--- src/rtl/corelet_pkg.sv ---
// Shared definitions for the corelet sequencer: FSM state encoding and the
// bit positions of the fields the sequencer drives in the 35-bit inst word.
package corelet_pkg;

   typedef enum logic [2:0] {
      S_IDLE  = 3'd0,
      S_LD_W  = 3'd1,
      S_KLOAD = 3'd2,
      S_LD_A  = 3'd3,
      S_EXEC  = 3'd4,
      S_DRAIN = 3'd5,
      S_FIN   = 3'd6
   } state_t;

   localparam int INST_W     = 35;
   localparam int INST_KLOAD = 0;
   localparam int INST_EXEC  = 1;
   localparam int INST_L0WR  = 2;
   localparam int INST_L0RD  = 3;
   localparam int INST_OFRD  = 6;
   localparam int INST_ACC   = 33;
   localparam int INST_MODE  = 34;

endpackage

--- src/rtl/corelet_seq_sram_rd.sv ---
// seq_sram_rd: xmem read sequencer shared by the weight and activation load
// phases. Issues `count` reads at base+0..count-1, holding off (cen=1, address
// frozen) while stall is high, and produces the L0 write strobe one cycle
// after each read so L0 captures the SRAM output.
//   clk, reset  clock, synchronous active-low reset
//   en          phase active; counter clears while low
//   stall       L0 full, no read this cycle
//   base/count  first address and number of reads for the phase
//   cen/addr    registered xmem chip enable (active-low) and address
//   wr          registered L0 write strobe
//   last        the final L0 write is on the bus this cycle
module seq_sram_rd #(
   parameter int addr_bw = 11,
   parameter int cnt_bw  = 8
) (
   input  logic               clk,
   input  logic               reset,
   input  logic               en,
   input  logic               stall,
   input  logic [addr_bw-1:0] base,
   input  logic [cnt_bw-1:0]  count,
   output logic               cen,
   output logic [addr_bw-1:0] addr,
   output logic               wr,
   output logic               last
);

   logic [cnt_bw-1:0] cnt;
   logic              issue;

   assign issue = en && (cnt != count) && !stall;

   // All reads issued, the final read has returned and its strobe is now up.
   assign last = en && (cnt == count) && cen && wr;

   always_ff @(posedge clk) begin
      if (!reset) begin
         cnt  <= '0;
         cen  <= 1'b1;
         addr <= '0;
         wr   <= 1'b0;
      end else begin
         wr  <= ~cen;
         cen <= ~issue;
         if (issue) begin
            addr <= base + addr_bw'(cnt);
            cnt  <= cnt + cnt_bw'(1);
         end else if (!en) begin
            cnt <= '0;
         end
      end
   end

endmodule

--- src/rtl/corelet_seq.sv ---
// corelet_seq: weight-stationary sequencer for one corelet. For each kernel
// position it loads col weights into L0, shifts them into the MAC array,
// streams n_act activations, then drains the OFIFO into pmem.
//   clk, reset            clock, synchronous active-low reset
//   start, mode, n_kij,   run request and its parameters, latched in IDLE
//   n_act, w_base
//   l0_full, ofifo_valid  corelet status
//   inst                  corelet instruction word
//   xmem_cen/addr         activation/weight SRAM read port
//   pmem_cen/wen/addr     psum SRAM write port
//   busy, done            run status; done pulses once at the end of a run
//
// state   | meaning
// IDLE    | waiting for start
// LD_W    | read col weights for kernel position kij into L0
// KLOAD   | shift weights from L0 into the MAC array (col+row cycles)
// LD_A    | read n_act activation vectors into L0
// EXEC    | stream activations through the array (n_act cycles)
// DRAIN   | pop n_act OFIFO rows and write them to pmem
// FIN     | one-cycle done pulse
module corelet_seq
   import corelet_pkg::*;
#(
   parameter int row     = 8,
   parameter int col     = 8,
   parameter int addr_bw = 11,
   parameter int cnt_bw  = 8
) (
   input  logic               clk,
   input  logic               reset,
   input  logic               start,
   input  logic               mode,
   input  logic [cnt_bw-1:0]  n_kij,
   input  logic [cnt_bw-1:0]  n_act,
   input  logic [addr_bw-1:0] w_base,
   input  logic               l0_full,
   input  logic               ofifo_valid,
   output logic [INST_W-1:0]  inst,
   output logic               xmem_cen,
   output logic [addr_bw-1:0] xmem_addr,
   output logic               pmem_cen,
   output logic               pmem_wen,
   output logic [addr_bw-1:0] pmem_addr,
   output logic               busy,
   output logic               done
);

   state_t state, state_nx;

   logic               mode_l;
   logic [cnt_bw-1:0]  n_kij_l, n_act_l;
   logic [addr_bw-1:0] w_base_l;

   logic [cnt_bw-1:0]  kij, tmr, j;
   logic [cnt_bw:0]    kij_inc;
   logic               drain_rd;

   logic               rd_en, rd_last, l0_wr;
   logic [addr_bw-1:0] rd_base;
   logic [cnt_bw-1:0]  rd_count;

   logic               kload_q, exec_q, l0rd_q, ofrd_q, acc_q, mode_q;
   logic [addr_bw-1:0] pend_addr;

   assign kij_inc  = {1'b0, kij} + (cnt_bw + 1)'(1);
   assign drain_rd = (state == S_DRAIN) && ofifo_valid && (j != n_act_l);

   assign rd_en    = (state == S_LD_W) || (state == S_LD_A);
   assign rd_base  = (state == S_LD_W) ?
                     w_base_l + addr_bw'(kij) * addr_bw'(col) : '0;
   assign rd_count = (state == S_LD_W) ? cnt_bw'(col) : n_act_l;

   seq_sram_rd #(
      .addr_bw (addr_bw),
      .cnt_bw  (cnt_bw)
   ) u_rd (
      .clk   (clk),
      .reset (reset),
      .en    (rd_en),
      .stall (l0_full),
      .base  (rd_base),
      .count (rd_count),
      .cen   (xmem_cen),
      .addr  (xmem_addr),
      .wr    (l0_wr),
      .last  (rd_last)
   );

   always_ff @(posedge clk) begin
      if (!reset) state <= S_IDLE;
      else        state <= state_nx;
   end

   always_comb begin
      state_nx = state;
      case (state)
         S_IDLE:  if (start) state_nx = (n_kij == '0) ? S_FIN : S_LD_W;
         S_LD_W:  if (rd_last) state_nx = S_KLOAD;
         S_KLOAD: if (tmr == '0) state_nx = S_LD_A;
         S_LD_A:  if (rd_last) state_nx = S_EXEC;
         S_EXEC:  if (tmr == '0) state_nx = S_DRAIN;
         S_DRAIN: if (j == n_act_l)
                     state_nx = (kij_inc < {1'b0, n_kij_l}) ? S_LD_W : S_FIN;
         S_FIN:   state_nx = S_IDLE;
         default: state_nx = S_IDLE;
      endcase
   end

   // Run parameters and phase counters; tmr is loaded as each timed phase is
   // entered and counts down to its terminal value of zero.
   always_ff @(posedge clk) begin
      if (!reset) begin
         mode_l   <= 1'b0;
         n_kij_l  <= '0;
         n_act_l  <= '0;
         w_base_l <= '0;
         kij      <= '0;
         tmr      <= '0;
         j        <= '0;
      end else begin
         case (state)
            S_IDLE: if (start) begin
               mode_l   <= mode;
               n_kij_l  <= n_kij;
               n_act_l  <= n_act;
               w_base_l <= w_base;
               kij      <= '0;
            end
            S_LD_W:  if (rd_last) tmr <= cnt_bw'(col + row - 1);
            S_LD_A:  if (rd_last) tmr <= n_act_l - cnt_bw'(1);
            S_KLOAD, S_EXEC: if (tmr != '0) tmr <= tmr - cnt_bw'(1);
            S_DRAIN: if (j == n_act_l) kij <= kij + cnt_bw'(1);
            default: ;
         endcase
         if (drain_rd)              j <= j + cnt_bw'(1);
         else if (state != S_DRAIN) j <= '0;
      end
   end

   // Output registers. The pmem write trails its OFIFO pop by one cycle, so
   // the destination address is captured alongside the pop.
   always_ff @(posedge clk) begin
      if (!reset) begin
         kload_q   <= 1'b0;
         exec_q    <= 1'b0;
         l0rd_q    <= 1'b0;
         ofrd_q    <= 1'b0;
         acc_q     <= 1'b0;
         mode_q    <= 1'b0;
         pend_addr <= '0;
         pmem_cen  <= 1'b1;
         pmem_wen  <= 1'b1;
         pmem_addr <= '0;
         busy      <= 1'b0;
         done      <= 1'b0;
      end else begin
         kload_q  <= (state == S_KLOAD);
         exec_q   <= (state == S_EXEC);
         l0rd_q   <= ((state == S_KLOAD) && (tmr >= cnt_bw'(row))) ||
                     (state == S_EXEC);
         ofrd_q   <= drain_rd;
         acc_q    <= drain_rd && (kij != '0);
         mode_q   <= mode_l && (state != S_IDLE);
         busy     <= (state != S_IDLE);
         done     <= (state == S_FIN);
         pmem_cen <= ~ofrd_q;
         pmem_wen <= ~ofrd_q;
         if (drain_rd)
            pend_addr <= addr_bw'(kij) * addr_bw'(n_act_l) + addr_bw'(j);
         if (ofrd_q)
            pmem_addr <= pend_addr;
      end
   end

   always_comb begin
      inst            = '0;
      inst[INST_KLOAD] = kload_q;
      inst[INST_EXEC]  = exec_q;
      inst[INST_L0WR]  = l0_wr;
      inst[INST_L0RD]  = l0rd_q;
      inst[INST_OFRD]  = ofrd_q;
      inst[INST_ACC]   = acc_q;
      inst[INST_MODE]  = mode_q;
   end

endmodule
--- config.mk ---
export PLATFORM = sky130hd
export DESIGN_NAME = corelet_seq
export DESIGN_NICKNAME = d
export VERILOG_FILES = /design/src/rtl/corelet_pkg.sv /design/src/rtl/corelet_seq_sram_rd.sv /design/src/rtl/corelet_seq.sv
export SDC_FILE = /design/constraint.sdc
export NUM_CORES = 1
export LEC_CHECK = 0
export CORE_ASPECT_RATIO = 1.5
export CORE_MARGIN = 4
export CORE_UTILIZATION = 57
export CTS_BUF_LIST = sky130_fd_sc_hd__clkbuf_8 sky130_fd_sc_hd__clkbuf_16
export DETAILED_ROUTE_END_ITERATION = 10
export HOLD_SLACK_MARGIN = 0.12
export PLACE_DENSITY = 0.81
export SLEW_MARGIN = 10
export SYNTH_ARGS = -nofsm -noshare
export SYNTH_HDL_FRONTEND = slang
export SYNTH_SLANG_ARGS = --single-unit
--- constraint.sdc ---
create_clock -name clk -period 5.5 [get_ports clk]
set_input_delay 1.1 -clock clk [delete_from_list [all_inputs] [get_ports clk]]
set_output_delay 1.1 -clock clk [all_outputs]
set_load 0.02 [all_outputs]
==> impl_metrics.yaml, run 1 <==
drt:
  first_pass_iters: 5
  vias: 6569
  routedWlPerCell_um: 16.3
  drt-initial-drc-count: 445
  ant_nets: 0
  drt-total-wl_um: 18600
  vias_per_cell: 5.77
  drc_errors: 0
yosys:
  yosysTopAreaCell: "dfxtp_1"
  syn_inst: 947
  synthArstFlopShare_pct: 0
  yosysMostFrequentCell: "nand2_1"
  ys_ff_latch: 107
  yosysSeqAreaShare_pct: 27.4
  synth_edf_count: 0
  synth.cell_area_sq_um: 7820
  synth_top_area_share_pct: 27.4
  ys_top_cells_by_count: "121 x nand2_1, 107 x dfxtp_1, 78 x nor2_1"
  syn_avg_cell_area_sq_um: 8.26
  synth_ff_type: "dfxtp_1"
  synth_warnings: 0
  synthTopCellsByArea: "dfxtp_1 27%, fa_1 9.7%, ha_1 7.5%, nand2_1 5.8%, a21oi_1 4.2%"
  ys_types: 67
clock_tree:
  htreeDepth: 3
  cts_buffers: 9
  cts_hold_buffers: 0
  postCtsSetupBuffers: 0
  cts_sinks: 107
  insertion_delay_ns: 0.35
  ctsResizeCount: 0
  cts_buffer_depth: 2
  cts_root_buffer: "clkbuf_16"
  clkSlewWorstSetupHoldPaths_ns: 0.07
  cts_tree: "yes"
setup_path:
  critPathLaunchType: "flip-flop"
  end_kind: "flip-flop"
  r2r_cells: 14
  worstPathRequired_ns: 5.73
  path_cells: "nand2_1, fa_1, inv_1, fa_1, ha_1, inv_1, fa_1, fa_1, nor2b_1, o21ai_0, a21boi_0, mux2_2, o21ai_0, a21oi_1"
  r2r_end: "pend_addr[9]$_SDFFE_PN0P_"
  path_class: "reg -> reg"
  cp_common_cell: "fa_1"
  worstPathArrival_ns: 4.72
  critPathMaxStageDelay_ns: 0.66
  r2r-start: "kij[3]$_SDFFE_PN0P_"
  crit_slowest_cell: "dfxtp_1"
  rrSetupSlack_ns: 1.01
  cp_max_fo: 15
global_routing:
  grt_antenna_before_repair: 0
  grt_max_degree: 34
  grt_pass1_vias: 6414
  grt_first_pass_wirelength_um: 30800
  overflow: 0
  groute.usage.overall_pct: 24.1
placement:
  gp_congestion: 0.978
  io_buffers: 66
  place_hpwl_um: 14400
  post-place-ws_ns: 1.06
  dp_cells: 1123
layout:
  final_util_pct: 64.0
  antenna_cells: 0
  drive_above_1_share_pct: 3.89
  layout.nets: 1090
  final_cells: 1138
  area_delta_synth_final_pct: 10.2
flow_run:
  drv_cap: 0
hold_path:
  min_path_cells: 1
  hold_end: "u_rd.wr$_SDFF_PN0_"
  hold_path_class: "reg -> reg"
  hold_start: "u_rd.cen$_SDFF_PN1_"
sta:
  slew_headroom_pct: 24.6
  report.final.setup_viol: 0
  finalClockSkew_ns: 0.00668
  slew_viol_final: 0
  setup_slack_ns: 1.01
  tightest_slew_ns: 1.13
  rsz0062_at_grt: "false"
  max_freq_mhz: 223
  hold_viol: 0
  fin_crit_ns: 4.49
  setup_tns_ns: 0
  fin_crit_sh_pct: 81.6
floorplan:
  core_area_sq_um: 13500
  die_h_um: 151
  start_util_pct: 58.0
  row_count: 52
  die_x_um: 104
  fp.dieArea_sq_um: 15700
  io_pins: 95
pwr:
  vdd_drop_max_v: 0.000149
  leakagePower_nw: 3.50
  powerDensity_nw_per_um2: 261
status:
  status: "finished clean"
[per-stage QoR]
stage	instance area [sq um]	total power [mW]	hold WS, ns
detailed placement	8350	1.65	0.429
floorplan	7920	1.47	0.430
global route	8620	2.37	0.461
global placement	8350	1.65	0.416
finish	8620	2.25	0.437
CTS	8620	2.25	0.438
[how the worst max path moves through the flow]
stage                                      end                     from  slack (ns)
global placement    pend_addr[10]$_SDFFE_PN0P_  n_act_l[3]$_SDFFE_PN0P_        1.19
detailed placement   pend_addr[9]$_SDFFE_PN0P_      kij[3]$_SDFFE_PN0P_        1.06
CTS                  pend_addr[9]$_SDFFE_PN0P_      kij[3]$_SDFFE_PN0P_        1.03
global route        pend_addr[10]$_SDFFE_PN0P_  n_act_l[3]$_SDFFE_PN0P_        0.81
finish               pend_addr[9]$_SDFFE_PN0P_      kij[3]$_SDFFE_PN0P_        1.01
floorplan           pend_addr[10]$_SDFFE_PN0P_  n_act_l[3]$_SDFFE_PN0P_        1.25
[logic make-up (layout without fill, tap and decap cells)]
family | Yosys count | in the layout | synth area share (%)
DFF | 107 | 107 | 27.4
and+or+nand+nor | 334 | 334 | 20.6
adders and majority gates | 85 | 85 | 17.3
AOI/OAI and AO/OA | 173 | 173 | 14.4
muxes | 35 | 35 | 4.53
xor gates and xnor gates | 53 | 53 | 6.11
buffers and inverters | 159 | 161 | 9.63
other | 1 | 28 | 0.0480
[registers in the layout, summed over array words and instances, names as in the netlist, 11 cells and up]
register,count
w_base_l,11
pend_addr,11
u_rd.addr,11
pmem_addr,11
[critical path, delay by kind of cell (launching register included)]
| family | cells | cell delay, ns |
|---|---|---|
| adders and majority gates | 5 | 2.27 |
| DFF | 1 | 0.66 |
| AOI/OAI and AO/OA | 4 | 0.65 |
| muxes | 1 | 0.37 |
| and+or+nand+nor | 2 | 0.30 |
| buffers and inverters | 2 | 0.10 |
[power by group]
part	internal (mW)	switching, mW
clock network	0.307	0.298
registers	0.833	0.101
logic	0.271	0.442
total	1.41	0.840
[cell usage in the layout (no fill, tap or decap), types with 8 or more instances in the layout]
cell,netlist,layout
xnor2_1,29,29
and3_1,14,14
fa_1,38,38
mux2i_1,32,32
conb_1,1,28
nand2b_1,13,13
nor4_1,13,13
xor2_1,23,23
a211oi_1,12,12
nor2_1,78,78
nand4_1,8,8
ha_1,47,47
a21oi_1,66,66
o21ai_0,34,34
dfxtp_1,107,107
nor3_1,13,12
nand3_1,14,14
inv_1,75,75
clkbuf_16,0,9
clkdlybuf4s50_1,0,66
nand2_1,121,121
and2_1,22,22
nor2b_1,11,11
[layer usage]
metal / track usage (%) / wire length [um] / vias up
li1: - / - / 3183
met1: 26.3 / 7120 / 3090
met2: 44.8 / 9470 / 226
met3: 3.54 / 853 / 70
met4: 13.9 / 1120 / 0
met5: 0 / 0 / -
[layout make-up]
cell class,instances,area (sq um)
clock inverter,6,42.5
fill,1166,4850
clock buffer,9,225
tap,162,203
multi-input combinational,708,5030
timing repair buffer,70,691
sequential,107,2140
inverter,76,285
No activity file was read; power rests on OpenSTA's default activity.
==> run 2: changes to the inputs <==
--- a/config.mk
+++ b/config.mk
@@ -7,11 +7,11 @@
 export LEC_CHECK = 0
 export CORE_ASPECT_RATIO = 1.5
 export CORE_MARGIN = 4
-export CORE_UTILIZATION = 57
+export CORE_UTILIZATION = 52
 export CTS_BUF_LIST = sky130_fd_sc_hd__clkbuf_8 sky130_fd_sc_hd__clkbuf_16
 export DETAILED_ROUTE_END_ITERATION = 10
 export HOLD_SLACK_MARGIN = 0.12
-export PLACE_DENSITY = 0.81
+export PLACE_DENSITY = 0.78
 export SLEW_MARGIN = 10
 export SYNTH_ARGS = -nofsm -noshare
 export SYNTH_HDL_FRONTEND = slang
==> constraint.sdc (replaced) <==
create_clock -name clk -period 3.9 [get_ports clk]
set_input_delay 0.78 -clock clk [delete_from_list [all_inputs] [get_ports clk]]
set_output_delay 0.78 -clock clk [all_outputs]
set_load 0.02 [all_outputs]
==> impl_metrics.yaml, run 2 (same netlist as run 1, synthesis figures left out) <==
layout:
  drive_above_1_share_pct: 12.7
  layout.nets: 1145
  stdcell_area_sq_um: 9280
  final_cells: 1227
  area_delta_synth_final_pct: 18.7
  nFillCells: 1315
  final_cell_mix: "119 x nand2_1, 95 x dfxtp_1, 78 x nor2_1"
  ff_latch_area_sq_um: 2170
  multi_input_area_sq_um: 5170
  antenna_cells: 0
  layout_commonest_cell: "nand2_1"
hold_path:
  hold_path_class: "reg -> reg"
  hold_start: "u_rd.cen$_SDFF_PN1_"
  min_path_cells: 1
  hold_end: "u_rd.wr$_SDFF_PN0_"
drt:
  drt-initial-drc-count: 463
  first_pass_iters: 5
  drc_errors: 0
  ant_nets: 0
  vias: 6836
  vias_per_cell: 5.57
  drt-total-wl_um: 20400
  routedWlPerCell_um: 16.6
sta:
  finalClockSkew_ns: 0.0109
  rsz0062_at_grt: "true"
  fin_crit_sh_pct: 99.9
  slew_viol_final: 0
  report.final.setup_viol: 0
  max_freq_mhz: 257
  hold_viol: 0
  fin_crit_ns: 3.89
  setup_tns_ns: 0
  slew_headroom_pct: 37.4
  tightest_slew_ns: 0.930
floorplan:
  die_h_um: 158
  die_x_um: 108
  core_area_sq_um: 14700
  start_util_pct: 53.3
  fp.dieArea_sq_um: 17100
  row_count: 54
  io_pins: 95
setup_path:
  cp_common_cell: "fa_1"
  critPathLaunchType: "flip-flop"
  path_cells: "nand2_2, fa_1, inv_1, fa_1, inv_1, fa_1, fa_1, inv_2, ha_4, nand3_2, o211ai_1, o41ai_2, xnor3_1, mux2i_1, nor2_1"
  worstPathArrival_ns: 4.13
  rrSetupSlack_ns: 0.005
  crit_slowest_cell: "fa_1"
  worstPathRequired_ns: 4.14
  r2r_cells: 15
  critPathMaxStageDelay_ns: 0.54
  r2r-start: "kij[5]$_SDFFE_PN0P_"
  cp_max_fo: 6
  end_kind: "flip-flop"
  path_class: "reg -> reg"
  r2r_end: "pend_addr[10]$_SDFFE_PN0P_"
global_routing:
  grt_first_pass_wirelength_um: 33400
  grt_antenna_before_repair: 0
  overflow: 0
  groute.usage.overall_pct: 24.7
  grt_max_degree: 30
  grt_pass1_vias: 6908
clock_tree:
  cts_sinks: 107
  cts_hold_buffers: 0
  cts_buffers: 9
  insertion_delay_ns: 0.36
  cts_buffer_depth: 2
  clkSlewWorstSetupHoldPaths_ns: 0.08
  cts_tree: "yes"
  cts_root_buffer: "clkbuf_16"
  htreeDepth: 3
pwr:
  leakagePower_nw: 3.81
  vdd_drop_max_v: 0.000240
  powerDensity_nw_per_um2: 355
  p_total_mw: 3.29
placement:
  place_hpwl_um: 15800
  dp_cells: 1208
  gp_congestion: 0.923
  post_dp_cell_area_sq_um: 8860
  io_buffers: 66
flow_run:
  drv_cap: 0
status:
  status: "finished clean"
[run 2: cell types whose count changed in the layout (fill, tap and decap cells not counted), sizes merged]
cell	delta
buf	+54
clkbuf	+2
clkinvlp	-1
[run 2: through the flow]
step / util, % / hold slack, ns / worst slack, ns
after global routing: 63.3 / 0.479 / -0.160
after floorplan: - / 0.430 / 0.00115
after CTS: 62.7 / 0.436 / -0.0321
final: 63.3 / 0.438 / 0.00503
after detailed placement: 60.4 / 0.425 / -0.173
after global placement: 60.4 / 0.417 / -0.0413
[run 2: power breakdown]
group          switching, mW  total (mW)  internal, mW
clock                  0.444       0.903         0.460
combinational          0.701        1.14         0.435
sequential            0.0777        1.25          1.17
total                   1.22        3.29          2.07
[run 2: final cells by class]
cell class	instances	share of cell area, %
multi-input cells	708	55.7
well taps	196	2.64
repair buffers	125	12.1
flip-flops and latches	107	23.4
clock buffers	10	2.58
inverters	76	3.07
clock inverters	5	0.499
[run 2: worst max-delay path: cells and delay by family, from the launching register on]
family / cells / cell delay, ns
AOI/OAI and AO/OA: 2 / 0.43
xor gates and xnor gates: 1 / 0.25
muxes: 1 / 0.14
DFF: 1 / 0.39
adders and majority gates: 5 / 2.24
buffers and inverters: 3 / 0.15
and+or+nand+nor: 3 / 0.18
[run 2: layer usage]
layer	routed length, um	part of all wire, %	track usage, %	vias up
met5	0	0	0	-
li1	-	-	-	3292
met4	1210	6.0	14.7	0
met2	10800	53	45.8	241
met1	7470	37	26.4	3224
met3	885	4.3	3.10	79
[run 2: worst max path at each step]
stage / start / endpoint / slack [ns] / cells past startpoint
3_5_place_dp: n_act_l[0]$_SDFFE_PN0P_ / pend_addr[10]$_SDFFE_PN0P_ / -0.17 / 15
3_3_place_gp: n_act_l[4]$_SDFFE_PN0P_ / pend_addr[10]$_SDFFE_PN0P_ / -0.04 / 13
2_1_floorplan: n_act_l[4]$_SDFFE_PN0P_ / pend_addr[10]$_SDFFE_PN0P_ / 0.001 / 14
5_1_grt: kij[5]$_SDFFE_PN0P_ / pend_addr[10]$_SDFFE_PN0P_ / -0.16 / 15
4_1_cts: n_act_l[0]$_SDFFE_PN0P_ / pend_addr[10]$_SDFFE_PN0P_ / -0.03 / 15
6_report: kij[5]$_SDFFE_PN0P_ / pend_addr[10]$_SDFFE_PN0P_ / 0.005 / 15
[run 2: timing repair]
| action | CTS | global route |
|---|---|---|
| setup endpoints to repair | 2 | 4 |
| pin swaps | 5 | 9 |
| setup buffers | 2 | 2 |
| gates resized for setup | 11 | 18 |
